## config.mk

```make
export PLATFORM = sky130hd
export DESIGN_NAME = sd_cmd_controller
export DESIGN_NICKNAME = d
export VERILOG_FILES = /design/src/rtl/sd_cmd_pkg.sv /design/src/rtl/sd_cmd_timeout.sv /design/src/rtl/sd_cmd_controller.sv
export SDC_FILE = /design/constraint.sdc
export NUM_CORES = 1
export LEC_CHECK = 0
export CORE_MARGIN = 2
export CORE_UTILIZATION = 42
export DETAILED_ROUTE_END_ITERATION = 10
export GPL_ROUTABILITY_DRIVEN = 0
export PLACE_DENSITY = 0.8
export SYNTH_ARGS = -nofsm -noshare
export SYNTH_HDL_FRONTEND = slang
export SYNTH_SLANG_ARGS = --single-unit
```

## constraint.sdc

```tcl
create_clock -name clock -period 3.7 [get_ports clock]
set_clock_uncertainty 0.15 [all_clocks]
set_input_delay 0.37 -clock clock [delete_from_list [all_inputs] [get_ports clock]]
set_output_delay 0.37 -clock clock [all_outputs]
set_load 0.05 [all_outputs]
```

## src/rtl/sd_cmd_pkg.sv

```systemverilog
// Shared definitions for the SD command-path controller: FSM encoding,
// response-type codes and bit positions inside the command and response frames.
package sd_cmd_pkg;

    localparam logic [5:0] ST_IDLE       = 6'b000001;
    localparam logic [5:0] ST_WAIT_READY = 6'b000010;
    localparam logic [5:0] ST_SEND       = 6'b000100;
    localparam logic [5:0] ST_WAIT_RESP  = 6'b001000;
    localparam logic [5:0] ST_ACK        = 6'b010000;
    localparam logic [5:0] ST_DONE       = 6'b100000;

    localparam logic [1:0] RT_NONE   = 2'b00;
    localparam logic [1:0] RT_SHORT  = 2'b01;
    localparam logic [1:0] RT_LONG   = 2'b10;
    localparam logic [1:0] RT_SHORT2 = 2'b11;

    localparam int START_BIT   = 39;
    localparam int TX_BIT      = 38;
    localparam int IDX_MSB     = 37;
    localparam int IDX_LSB     = 32;
    localparam int RSP_IDX_MSB = 45;
    localparam int RSP_IDX_LSB = 40;
    localparam int RSP_ARG_MSB = 39;
    localparam int RSP_ARG_LSB = 8;

    function automatic logic resp_is_short(input logic [1:0] rt);
        return (rt == RT_SHORT) || (rt == RT_SHORT2);
    endfunction

    function automatic logic resp_is_long(input logic [1:0] rt);
        return (rt == RT_LONG);
    endfunction

endpackage

```

## src/rtl/sd_cmd_timeout.sv

```systemverilog
// Response-wait counter: cleared by load_i, counts while enable_i, and flags
// expire_o on the last cycle allowed by limit_i (a limit of 0 behaves like 1).
module sd_cmd_timeout #(
    parameter int CNT_W = 16
) (
    input  logic             clock,
    input  logic             reset,
    input  logic             load_i,
    input  logic             enable_i,
    input  logic [CNT_W-1:0] limit_i,
    output logic             expire_o
);
    logic [CNT_W-1:0] cnt_q, cnt_d;
    logic [CNT_W:0]   next_s;

    // next count and expiry; the extra bit keeps the compare free of wrap-around
    always_comb begin
        next_s   = {1'b0, cnt_q} + {{CNT_W{1'b0}}, 1'b1};
        expire_o = enable_i && (next_s >= {1'b0, limit_i});
        if (load_i) begin
            cnt_d = '0;
        end else if (enable_i && !expire_o) begin
            cnt_d = next_s[CNT_W-1:0];
        end else begin
            cnt_d = cnt_q;
        end
    end

    // counter register
    always_ff @(posedge clock) begin
        if (reset) begin
            cnt_q <= '0;
        end else begin
            cnt_q <= cnt_d;
        end
    end

endmodule

```

## src/rtl/sd_cmd_controller.sv

```systemverilog
// SD host command-path controller: frames a command for the CMD-line serialiser,
// waits for the response with timeout and retry, and captures/validates it.
module sd_cmd_controller
    import sd_cmd_pkg::*;
#(
    parameter int ARG_W       = 32,
    parameter int IDX_W       = 6,
    parameter int RESP_W      = 128,
    parameter int TIMEOUT_W   = 16,
    parameter int MAX_RETRIES = 2,
    parameter int CHECK_INDEX = 1
) (
    input  logic                 clock,
    input  logic                 reset,
    input  logic                 new_command,
    input  logic [IDX_W-1:0]     cmd_index,
    input  logic [ARG_W-1:0]     cmd_argument,
    input  logic [1:0]           resp_type,
    input  logic                 timeout_enable,
    input  logic [TIMEOUT_W-1:0] timeout_value,
    input  logic                 serial_ready,
    input  logic                 strobe_in,
    input  logic                 ack_in,
    input  logic [135:0]         cmd_in,
    output logic [39:0]          cmd_out,
    output logic                 strobe_out,
    output logic                 ack_out,
    output logic                 idle_out,
    output logic                 busy,
    output logic [RESP_W-1:0]    response,
    output logic                 command_complete,
    output logic                 command_index_error,
    output logic                 timeout_error,
    output logic [2:0]           retry_count
);
    localparam logic [2:0] MAX_RETRY_C = 3'(MAX_RETRIES);

    logic [5:0]           state_q, state_d;
    logic [IDX_W-1:0]     idx_q, idx_d;
    logic [1:0]           rtype_q, rtype_d;
    logic                 tmo_en_q, tmo_en_d;
    logic [TIMEOUT_W-1:0] tmo_val_q, tmo_val_d;
    logic [39:0]          frame_q, frame_d;
    logic [RESP_W-1:0]    resp_q, resp_d;
    logic [2:0]           retry_q, retry_d;
    logic                 strobe_q, strobe_d;
    logic                 ack_q, ack_d;
    logic                 idle_q, idle_d;
    logic                 busy_q, busy_d;
    logic                 complete_q, complete_d;
    logic                 idx_err_q, idx_err_d;
    logic                 tmo_err_q, tmo_err_d;
    logic                 expire_s;
    logic                 idle_pulse_s;
    logic                 tmo_load_s;
    logic                 tmo_run_s;
    logic                 unused_rsp_s;

    // the response frame's top byte (start/tx/reserved) is never captured
    assign unused_rsp_s = ^cmd_in[135:128];

    assign tmo_load_s = (state_q == ST_SEND);
    assign tmo_run_s  = (state_q == ST_WAIT_RESP) && tmo_en_q;

    sd_cmd_timeout #(
        .CNT_W (TIMEOUT_W)
    ) u_timeout (
        .clock    (clock),
        .reset    (reset),
        .load_i   (tmo_load_s),
        .enable_i (tmo_run_s),
        .limit_i  (tmo_val_q),
        .expire_o (expire_s)
    );

    // FSM next state and datapath; strobe_out is high for exactly the WAIT_RESP cycles
    always_comb begin
        state_d      = state_q;
        idx_d        = idx_q;
        rtype_d      = rtype_q;
        tmo_en_d     = tmo_en_q;
        tmo_val_d    = tmo_val_q;
        frame_d      = frame_q;
        resp_d       = resp_q;
        retry_d      = retry_q;
        idx_err_d    = idx_err_q;
        tmo_err_d    = tmo_err_q;
        strobe_d     = 1'b0;
        ack_d        = 1'b0;
        idle_pulse_s = 1'b0;
        case (state_q)
            ST_IDLE: begin
                if (new_command) begin
                    idx_d                    = cmd_index;
                    rtype_d                  = resp_type;
                    tmo_en_d                 = timeout_enable;
                    tmo_val_d                = timeout_value;
                    frame_d                  = 40'd0;
                    frame_d[START_BIT]       = 1'b0;
                    frame_d[TX_BIT]          = 1'b1;
                    frame_d[IDX_MSB:IDX_LSB] = 6'(cmd_index);
                    frame_d[IDX_LSB-1:0]     = 32'(cmd_argument);
                    idx_err_d                = 1'b0;
                    tmo_err_d                = 1'b0;
                    retry_d                  = 3'd0;
                    state_d                  = ST_WAIT_READY;
                end else begin
                    state_d = ST_IDLE;
                end
            end
            ST_WAIT_READY: begin
                if (serial_ready) begin
                    state_d = ST_SEND;
                end else begin
                    state_d = ST_WAIT_READY;
                end
            end
            ST_SEND: begin
                strobe_d = 1'b1;
                state_d  = ST_WAIT_RESP;
            end
            ST_WAIT_RESP: begin
                if (strobe_in) begin
                    ack_d   = 1'b1;
                    state_d = ST_ACK;
                    if (resp_is_long(rtype_q)) begin
                        resp_d         = '0;
                        resp_d[127:0]  = cmd_in[127:0];
                    end else if (resp_is_short(rtype_q)) begin
                        resp_d         = '0;
                        resp_d[31:0]   = cmd_in[RSP_ARG_MSB:RSP_ARG_LSB];
                        if ((CHECK_INDEX != 0) && (cmd_in[RSP_IDX_MSB:RSP_IDX_LSB] != 6'(idx_q))) begin
                            idx_err_d = 1'b1;
                        end else begin
                            idx_err_d = idx_err_q;
                        end
                    end else begin
                        resp_d = resp_q;
                    end
                end else if (expire_s) begin
                    idle_pulse_s = 1'b1;
                    if (retry_q < MAX_RETRY_C) begin
                        retry_d = retry_q + 3'd1;
                        state_d = ST_WAIT_READY;
                    end else begin
                        tmo_err_d = 1'b1;
                        state_d   = ST_DONE;
                    end
                end else begin
                    strobe_d = 1'b1;
                end
            end
            ST_ACK: begin
                if (ack_in) begin
                    state_d = ST_DONE;
                end else begin
                    ack_d = 1'b1;
                end
            end
            ST_DONE: begin
                state_d = ST_IDLE;
            end
            default: begin
                state_d = ST_IDLE;
            end
        endcase
        idle_d     = (state_d == ST_IDLE) || idle_pulse_s;
        busy_d     = (state_d != ST_IDLE);
        complete_d = (state_d == ST_DONE);
    end

    // state and registered outputs; reset abandons any transfer in flight
    always_ff @(posedge clock) begin
        if (reset) begin
            state_q    <= ST_IDLE;
            idx_q      <= '0;
            rtype_q    <= 2'b00;
            tmo_en_q   <= 1'b0;
            tmo_val_q  <= '0;
            frame_q    <= 40'd0;
            resp_q     <= '0;
            retry_q    <= 3'd0;
            strobe_q   <= 1'b0;
            ack_q      <= 1'b0;
            idle_q     <= 1'b0;
            busy_q     <= 1'b0;
            complete_q <= 1'b0;
            idx_err_q  <= 1'b0;
            tmo_err_q  <= 1'b0;
        end else begin
            state_q    <= state_d;
            idx_q      <= idx_d;
            rtype_q    <= rtype_d;
            tmo_en_q   <= tmo_en_d;
            tmo_val_q  <= tmo_val_d;
            frame_q    <= frame_d;
            resp_q     <= resp_d;
            retry_q    <= retry_d;
            strobe_q   <= strobe_d;
            ack_q      <= ack_d;
            idle_q     <= idle_d;
            busy_q     <= busy_d;
            complete_q <= complete_d;
            idx_err_q  <= idx_err_d;
            tmo_err_q  <= tmo_err_d;
        end
    end

    assign cmd_out             = frame_q;
    assign strobe_out          = strobe_q;
    assign ack_out             = ack_q;
    assign idle_out            = idle_q;
    assign busy                = busy_q;
    assign response            = resp_q;
    assign command_complete    = complete_q;
    assign command_index_error = idx_err_q;
    assign timeout_error       = tmo_err_q;
    assign retry_count         = retry_q;

endmodule
```

==> summary.md <==
| Metric | Value |
|---|---|
| Seq cells post-synth | 218 |
| Netlist area before placement | 8710 um2 |
| EDFF count, synth | 0 |
| Wirelength, routed | between 20,000 and 30,000 um |
| Placed cell count | 1,556 |
| First drt pass iteration count | 7 |
| Req. time, crit path | 3.97 ns |
| Post-Synthesis Cells | about 980 |
| Element type at the critical path start | flip-flop |
| Final period util | 95.4% |
| Main flop type after synthesis | dfxtp_1 |
| Die Wd | between 100 and 150 um |
| First-pass GRT wire length | around 45,000 um |
| Port bufs | approximately 370 |
| Total GRT Usage | between 20% and 30% |
| F_max | ~280 MHz |
| Final-report hold violation count | 0 |
| Hold EP | response[122]$_SDFFE_PP0P_ |
| Core footprint | 20,300 um2 |
| Place WS | 0.0582 ns |
| Dominant cell type by area after synthesis | dfxtp_1 |
| Final number of setup-violating endpoints | 0 |
| Largest net degree at the start of global routing | 89 |
| CP Class | reg2reg |
| Distinct cells, synth | 48 |
| CTS tree | built |
| CP Capture Type | flip-flop |
| Residual DRC | 0 |
| Dpl cell area | 12,500 um2 |
| Clk root buf | clkbuf_16 |
| Hold Crit Class | in2reg |
| Maximum clock insertion buffer count | 3 |
| Commonest cells in the netlist | 218 x dfxtp_1, 141 x nor2_1, 133 x nand2_1 |
| Routed Antenna Nets | 0 |
| Finished Cell Area | 13,400 um2 |
| Layout Cells excl Fill | 1,600 |
| Hold Path Origin | reset |
| Sequential power share | 43.6% |
| Die height | around 150 um |
| Tot Pwr | 5550 uW |
| Placement Rows | 52 |
| Sink Count | roughly 220 |
| Seq/Total Area, Yosys | about half |
| Die area | 21,900 um2 |
| Wire per inst | 18.1 um |
| Vias | 8,418 |
| XOR/XNOR Fraction of Synth Area | 2.11% |
| Cells taking the most area after synthesis | dfxtp_1 50%, a22oi_1 7.8%, nor2_1 6.1%, nand2_1 5.7%, a21oi_1 4.9% |
| P_leak | 0.00473 uW |
| Worst Tran Pin Value | 1.02 ns |
| Peak supply drop | 407 uV |
| Synth top area share | 50.1% |
| Fillers | between 1,500 and 2,000 |
| Crit Path Max Fanout | 38 |
| Clock-pin slew on the worst setup and hold paths | 0.06 ns |
| R2R depth | 13 |
| Clock power frac | 44.5% |
| Arr. time, crit path | 3.80 ns |
| Tmin final | 3.53 ns |
| Ys Warns | 0 |
| Cell Int Power | 4220 uW |
| Largest family of logic cells by synthesized area | compound AO/OA/AOI/OAI gates |
| Net switching power figure | roughly 1300 uW |
| DR vias/cell | 5.26 |
| Cell Pwr Density | 414 nW/um2 |
| Mean post-synth cell area | 8.87 um2 |
| Multi-input combinational cell area | 4000 um2 |
| Power share of the combinational group | 11.9% |
| Worst hold stages | 2 |
| Mux contribution to synthesized area | 3.68% |
| Clk_lat worst skew | 0.51 ns |
| Nets | 1,529 |
| RR Endpoint | u_timeout.cnt_q[8]$_SDFFE_PP0P_ |
| H-Tree Depth | 1 |
| Final WS setup | between 0.15 and 0.2 ns |
| Post-synthesis adder-cell area fraction | about 2.6% |
| Io pins | 377 |
| Initial cell density of the core | a little over two fifths |
| Compound-cell area share of the yosys netlist | 18.9% |
| Max cap viols | 0 |
| Status | completed |
| Number of CTS-inserted buffers | 24 |
| Layout overhead on the synthesized area | 54.0% |
| Cell with the most instances after synthesis | dfxtp_1 |
| Fraction of registers with async set/reset | 0% |
| Max Slew Vio Count | 0 |
| Final HPWL from detailed placement | 20,300 um |
| Initial antenna violation count | 1 |
| CTS Hold Bufs | 0 |
| R2R Setup Slk | ~0.17 ns |
| Total grt overflow | 0 |
| Critical R2R Launch | u_timeout.cnt_q[5]$_SDFFE_PP0P_ |
| Register Area | 4370 um2 |
| Simple-gate area share of the yosys netlist | 17.7% |
| Post-synth net total | 1,199 |
| DRT iter0 DRCs | 507 |
| Vias in the first global route | 8,483 |
| Slew HR | between 30% and 40% |
| Layout cells sized above 1 | 6.25% |
| Sw frac | 23.9% |
power groups by stage:
| stage | sequential, uW | combinational [uW] | clock [uW] |
|---|---|---|---|
| floorplan | 2570 | 213 | 0 |
| global placement | 2470 | 646 | 0 |
| detailed placement | 2470 | 654 | 0 |
| CTS | 2420 | 659 | 2500 |
| global route | 2430 | 704 | 2610 |
| finish | 2420 | 660 | 2470 |
timing repair:
item	CTS	global route
buffers inserted	0	0
pin swaps	0	5
endpoints found under the setup margin	1	17
resized for setup	1	16
worst max-delay path by stage:
stage / startpoint / endpoint / slack [ns] / cells past startpoint
final: u_timeout.cnt_q[5]$_SDFFE_PP0P_ / u_timeout.cnt_q[8]$_SDFFE_PP0P_ / 0.17 / 13
after global routing: u_timeout.cnt_q[6]$_SDFFE_PP0P_ / u_timeout.cnt_q[8]$_SDFFE_PP0P_ / -0.06 / 13
after floorplan: u_timeout.cnt_q[0]$_SDFFE_PP0P_ / u_timeout.cnt_q[12]$_SDFFE_PP0P_ / 0.35 / 13
after global placement: u_timeout.cnt_q[0]$_SDFFE_PP0P_ / u_timeout.cnt_q[15]$_SDFFE_PP0P_ / 0.19 / 13
after CTS: u_timeout.cnt_q[0]$_SDFFE_PP0P_ / u_timeout.cnt_q[8]$_SDFFE_PP0P_ / 0.06 / 13
after detailed placement: u_timeout.cnt_q[0]$_SDFFE_PP0P_ / u_timeout.cnt_q[12]$_SDFFE_PP0P_ / 0.06 / 13
sequential cells by signal, indices dropped and copies added (netlist names):
signal	cells
ack_out	1
busy	1
cmd_out	34
command_complete	1
command_index_error	1
idle_out	1
idx_q	5
response	128
retry_count	3
rtype_q	2
state_q	6
strobe_out	1
timeout_error	1
tmo_en_q	1
tmo_val_q	16
u_timeout.cnt_q	16
area by class of cell:
class	instances	share of cell area, %
antenna	1	0.0187
clock buffer	34	5.22
clock inverter	9	0.915
inverter	20	0.560
multi-input combinational	668	29.8
sequential	218	32.6
tap	270	2.52
timing repair buffer	380	28.3
layout by cell type (no fill, tap or decap), drive strengths merged, types with 10 or more instances in the layout:
cell type / count
clkdlybuf4s50: 366
dfxtp: 218
nor2: 142
nand2: 134
a22oi: 96
a21oi: 86
clkbuf: 34
a211oi: 33
mux2i: 32
inv: 20
ha: 18
nand3: 17
xnor2: 14
buf: 14
o31ai: 13
or4: 13
o21ai: 10
routing by layer:
layer  vias up  wire length, um  track usage [%]
met5         -                0                0
met2       266            14500             43.6
met1      3977            11500             30.4
met3        66             1690             6.27
li1       4109                -                -
met4         0             1190             9.62
critical path, cell delays in order (launching register included):
cell      delay (ns)
dfxtp_2         0.38
nand4_1         0.20
nor3_4          0.26
nand3_2         0.13
or2_2           0.33
xnor2_1         0.17
ha_1            0.25
nand3_1         0.13
nor2_1          0.08
a221oi_2        0.24
nand4_1         0.21
buf_12          0.22
or4_1           0.51
a21oi_1         0.17
logic make-up after synthesis:
logic type | count (synthesis)
xor gates and xnor gates | 21
AOI/OAI and AO/OA | 247
adders and majority gates | 18
DFF | 218
buffers and inverters | 96
and+or+nand+nor | 349
other | 1
muxes | 32
per-stage QoR:
| step | TNS (ns) | hold slack (ns) | utilization [%] |
|---|---|---|---|
| after floorplan | 0 | 0.282 | - |
| after global placement | 0 | 0.287 | 61.7 |
| after detailed placement | 0 | 0.292 | 61.7 |
| after CTS | 0 | 0.0230 | 65.7 |
| after global routing | -0.135 | 0.0393 | 66.0 |
| final | 0 | 0.0376 | 66.0 |
(Power assumes the default switching activity.)
